### src/rtl/decoder_seq.sv
// decoder_seq: registered binary-to-N decoder with four output codes.
// Direct mode decodes a select word taken through a valid/ready handshake.
// Scan mode walks its own index over every output with a programmable dwell,
// driving digit/row enables for multiplexed displays and keypads.
// OUT_W must equal 2**SEL_W so that every select code maps to one output bit.
module decoder_seq #(
    parameter int SEL_W   = 3,
    parameter int OUT_W   = 8,
    parameter int DWELL_W = 8
) (
    input  logic               clk,
    input  logic               rst,
    input  logic               in_valid,
    output logic               in_ready,
    input  logic [SEL_W-1:0]   sel,
    input  logic [1:0]         mode,
    input  logic               scan_en,
    input  logic [DWELL_W-1:0] dwell,
    output logic [OUT_W-1:0]   y,
    output logic               y_valid,
    output logic [SEL_W-1:0]   scan_idx
);

    typedef enum logic [0:0] {
        IDLE = 1'b0,
        SCAN = 1'b1
    } state_t;

    localparam logic [OUT_W-1:0] ONE = OUT_W'(1);

    state_t             state;
    logic               active;
    logic [SEL_W-1:0]   code_q;
    logic [DWELL_W-1:0] count;
    logic               code_new;
    logic [OUT_W-1:0]   decoded;

    // Maps a code to the selected output pattern; all variants derive from
    // the one-hot form so the four codes stay consistent with each other.
    function automatic logic [OUT_W-1:0] decode(input logic [SEL_W-1:0] c,
                                                input logic [1:0]       m);
        logic [OUT_W-1:0] onehot;
        logic [OUT_W-1:0] res;
        onehot    = '0;
        onehot[c] = 1'b1;
        case (m)
            2'b00:   res = onehot;
            2'b01:   res = onehot >> 1;
            2'b10:   res = (onehot << 1) - ONE;
            2'b11:   res = ~onehot;
            default: res = onehot;
        endcase
        return res;
    endfunction

    assign decoded  = decode(code_q, mode);
    assign scan_idx = code_q;
    assign in_ready = !rst && (state == IDLE) && !scan_en;

    // Control FSM plus output register: y follows code_q and mode one cycle
    // later, and y_valid marks the first cycle y shows a freshly loaded code.
    always_ff @(posedge clk) begin
        if (rst) begin
            state    <= IDLE;
            active   <= 1'b0;
            code_q   <= '0;
            count    <= '0;
            code_new <= 1'b0;
            y        <= '0;
            y_valid  <= 1'b0;
        end else begin
            y        <= active ? decoded : '0;
            y_valid  <= code_new;
            code_new <= 1'b0;
            case (state)
                IDLE: begin
                    if (scan_en) begin
                        state    <= SCAN;
                        code_q   <= '0;
                        count    <= dwell;
                        active   <= 1'b1;
                        code_new <= 1'b1;
                    end else if (in_valid) begin
                        code_q   <= sel;
                        active   <= 1'b1;
                        code_new <= 1'b1;
                    end
                end
                SCAN: begin
                    if (!scan_en) begin
                        state <= IDLE;
                        count <= '0;
                    end else if (count == '0) begin
                        code_q   <= code_q + 1'b1;
                        count    <= dwell;
                        code_new <= 1'b1;
                    end else begin
                        count <= count - 1'b1;
                    end
                end
                default: state <= IDLE;
            endcase
        end
    end

endmodule

### config.mk
export PLATFORM = sky130hd
export DESIGN_NAME = decoder_seq
export DESIGN_NICKNAME = d
export VERILOG_FILES = /design/src/rtl/decoder_seq.sv
export SDC_FILE = /design/constraint.sdc
export NUM_CORES = 1
export LEC_CHECK = 0
export BUFFER_PORTS_ARGS = -buffer_cell sky130_fd_sc_hd__buf_2
export CAP_MARGIN = 10
export CORE_ASPECT_RATIO = 0.75
export CORE_UTILIZATION = 52
export CTS_BUF_LIST = sky130_fd_sc_hd__clkbuf_16
export DETAILED_ROUTE_END_ITERATION = 8
export PLACE_DENSITY_LB_ADDON = 0.3
export SLEW_MARGIN = 20
export SYNTH_ARGS = -nofsm -noshare
export SYNTH_HDL_FRONTEND = slang
export SYNTH_SLANG_ARGS = --single-unit
### constraint.sdc
create_clock -name clk -period 2.2 [get_ports clk]
set_clock_uncertainty 0.1 [all_clocks]
set_input_delay 0.44 -clock clk [delete_from_list [all_inputs] [get_ports clk]]
set_output_delay 0.44 -clock clk [all_outputs]
set_load 0.02 [all_outputs]
==> results.json <==
{
  "outcome": "complete, no violations",
  "cts_max_level": 1,
  "avgSynthCellArea_um2": 8.55,
  "synthFlopType": "dfxtp_1",
  "cts_setup_buffers": 0,
  "ir_drop_mv": 0.483,
  "clkTransAtPathRegs_ps": 60,
  "io_pins": 30,
  "grt_usage_pct": 23.0,
  "die_w_um": 59.5,
  "placed_area_um2": 1430,
  "slowest_delay_ps": 570,
  "setup_viol": 0,
  "rsz0062_at_grt": "false",
  "die-height_um": 45.2,
  "wl_um": 2800,
  "max_freq_mhz": 472,
  "synthTopCellsByCount": "dfxtp_1, nor2_1, a21oi_1",
  "gp_congestion": 0.896,
  "p_leak_uw": 0.000668,
  "rows": 15,
  "antenna_cells": 0,
  "path_cells": "or3_2 -> inv_1 -> buf_2",
  "fin_crit_sh_pct": 96.4,
  "hold_viol_final": 0,
  "synth_top_area_share_pct": 35.7,
  "synth-seq-cells": 23,
  "drt-initial-drc-count": 29,
  "relSlewSlack_pct": 62.5,
  "async_reset_ff_share_pct": 0,
  "power_uw": 1090,
  "dieArea_um2": 2690,
  "wl_per_cell_um": 13.4,
  "port_buffers": 29,
  "viasPerCell": 5.68,
  "antenna_found_initial": 0,
  "ys_warn_count": 0,
  "tns_ps": 0,
  "slew_viol_final": 0,
  "drv_cap": 0,
  "core-area_um2": 2330,
  "critPathRequiredTime_ps": 1660,
  "synth_largest_area_cell": "dfxtp_1",
  "cts_num_sinks": 23,
  "vias": 1187,
  "cts_tree": "built",
  "power_density_nw_per_um2": 725,
  "ctsLongestPathBuffers": 2,
  "area_growth_pct": 17.0,
  "postCtsHoldBufs": 0,
  "drc_errors": 0,
  "insertion_delay_ps": 250,
  "cp.arrival_ps": 1580,
  "crit_family": "simple AND/OR/NAND/NOR gates",
  "syn_area_um2": 1290,
  "synth-edff-count": 0,
  "grt_max_degree": 19,
  "worst_pin_slew_ps": 561,
  "hpwl_um": 2050,
  "fill_cells": 225,
  "drt-pass1-iter-count": 4,
  "finish.instance_area_um2": 1510,
  "netlist_top_cells_area": "dfxtp_1, mux2i_1, a21oi_1",
  "yosysMostFrequentCell": "dfxtp_1",
  "synth_fp_nets": 171,
  "root_buffer": "clkbuf_16",
  "layout.nets": 196,
  "gr-total-overflow": 0,
  "slowest_stage": "or3_2",
  "ant_nets": 0,
  "start_util_pct": 55.5,
  "grt_pass1_vias": 1036,
  "seq_area_frac_synth_pct": 35.7,
  "path_buf_inv": 2,
  "ys_types": 43,
  "critPathKind": "register to primary output",
  "ctsResizeCount": 0,
  "numCtsBuffers": 3,
  "critPathMaxFanout": 9,
  "hp-class": "register to register",
  "grt_pass1_wl_um": 4600,
  "start_kind": "register",
  "period_needed_ps": 2120,
  "layout-drive-gt1-share_pct": 25.1,
  "synthCells": 151,
  "end_kind": "primary output"
}
## metal layers
metal	routed length, um	vias to the layer above	global-route usage (%)
met5	0	-	0
met4	29	0	8.84
met3	160	4	6.30
met2	1260	47	34.6
met1	1360	548	31.6
li1	-	588	-
## worst reg2reg max path: cells and delay by family, from the launching register on
family                     cells  cell delay, ps
DFF                            1             320
AOI/OAI and AO/OA              1              80
and+or+nand+nor                3            1040
adders and majority gates      1             200
buffers and inverters          1             120
## cells in the final DEF, fill, tap and decap left out, drive strengths merged, types with 2 or more instances in the layout
cell type | Yosys | final
inv | 11 | 12
o21ai | 9 | 9
ha | 3 | 3
a211oi | 6 | 6
nand3 | 2 | 2
nand3b | 2 | 2
o22ai | 5 | 5
buf | 3 | 30
nor2b | 5 | 5
clkbuf | 7 | 3
o31ai | 2 | 2
nor3b | 3 | 3
a21oi | 12 | 12
mux2i | 8 | 8
nor3 | 4 | 4
nand2 | 7 | 7
a221o | 2 | 2
nand2b | 3 | 3
or3 | 2 | 2
nor4 | 2 | 2
dfxtp | 23 | 23
nor2 | 15 | 15
## power by group
group	switching (uW)	internal, uW
combinational	124	99.9
sequential	38.7	444
clock	145	242
total	308	786
## area by class of cell
class	instances	area (um^2)	share of cell area (%)
flip-flops and latches	23	460	30.5
multi-input cells	107	734	48.6
inverters	11	41.3	2.73
clock inverters	1	3.75	0.249
repair buffers	30	153	10.1
clock buffers	3	75.1	4.97
well taps	34	42.5	2.82
## sequential cells by signal, indices dropped and copies added, names as in the netlist
| signal | flops |
|---|---|
| state | 1 |
| code_new | 1 |
| scan_idx | 3 |
| y | 8 |
| count | 8 |
| active | 1 |
| y_valid | 1 |
## worst paths after layout
kind | startpoint | end | slack, ps | depth (start not counted)
setup / recovery | state | in_ready | 80 | 3
hold / removal | code_new | y_valid | 350 | 1
setup reg to reg | count[0] | scan_idx[0] | 250 | 6
hold reg to reg | code_new | y_valid | 350 | 1
## logic make-up after synthesis
group | count (synthesis) | share of synthesized area (%)
AO/OA/AOI/OAI | 44 | 21.8
adder cells (fa/ha/maj) | 3 | 2.91
buffers and inverters | 21 | 7.46
flip-flops | 23 | 35.7
multiplexers | 9 | 7.07
AND/OR/NAND/NOR | 51 | 25.1
## through the flow
step | setup WS [ps] | utilization, % | cells | hold WS, ps
floorplan | 485 | - | 151 | 314
finish | 79.3 | 64.9 | 209 | 351
global placement | 222 | 61.5 | 205 | 342
detailed placement | 191 | 61.5 | 205 | 346
global route | 28.0 | 64.9 | 209 | 372
CTS | 103 | 64.9 | 209 | 356
No activity file was read; power rests on OpenSTA's default activity.
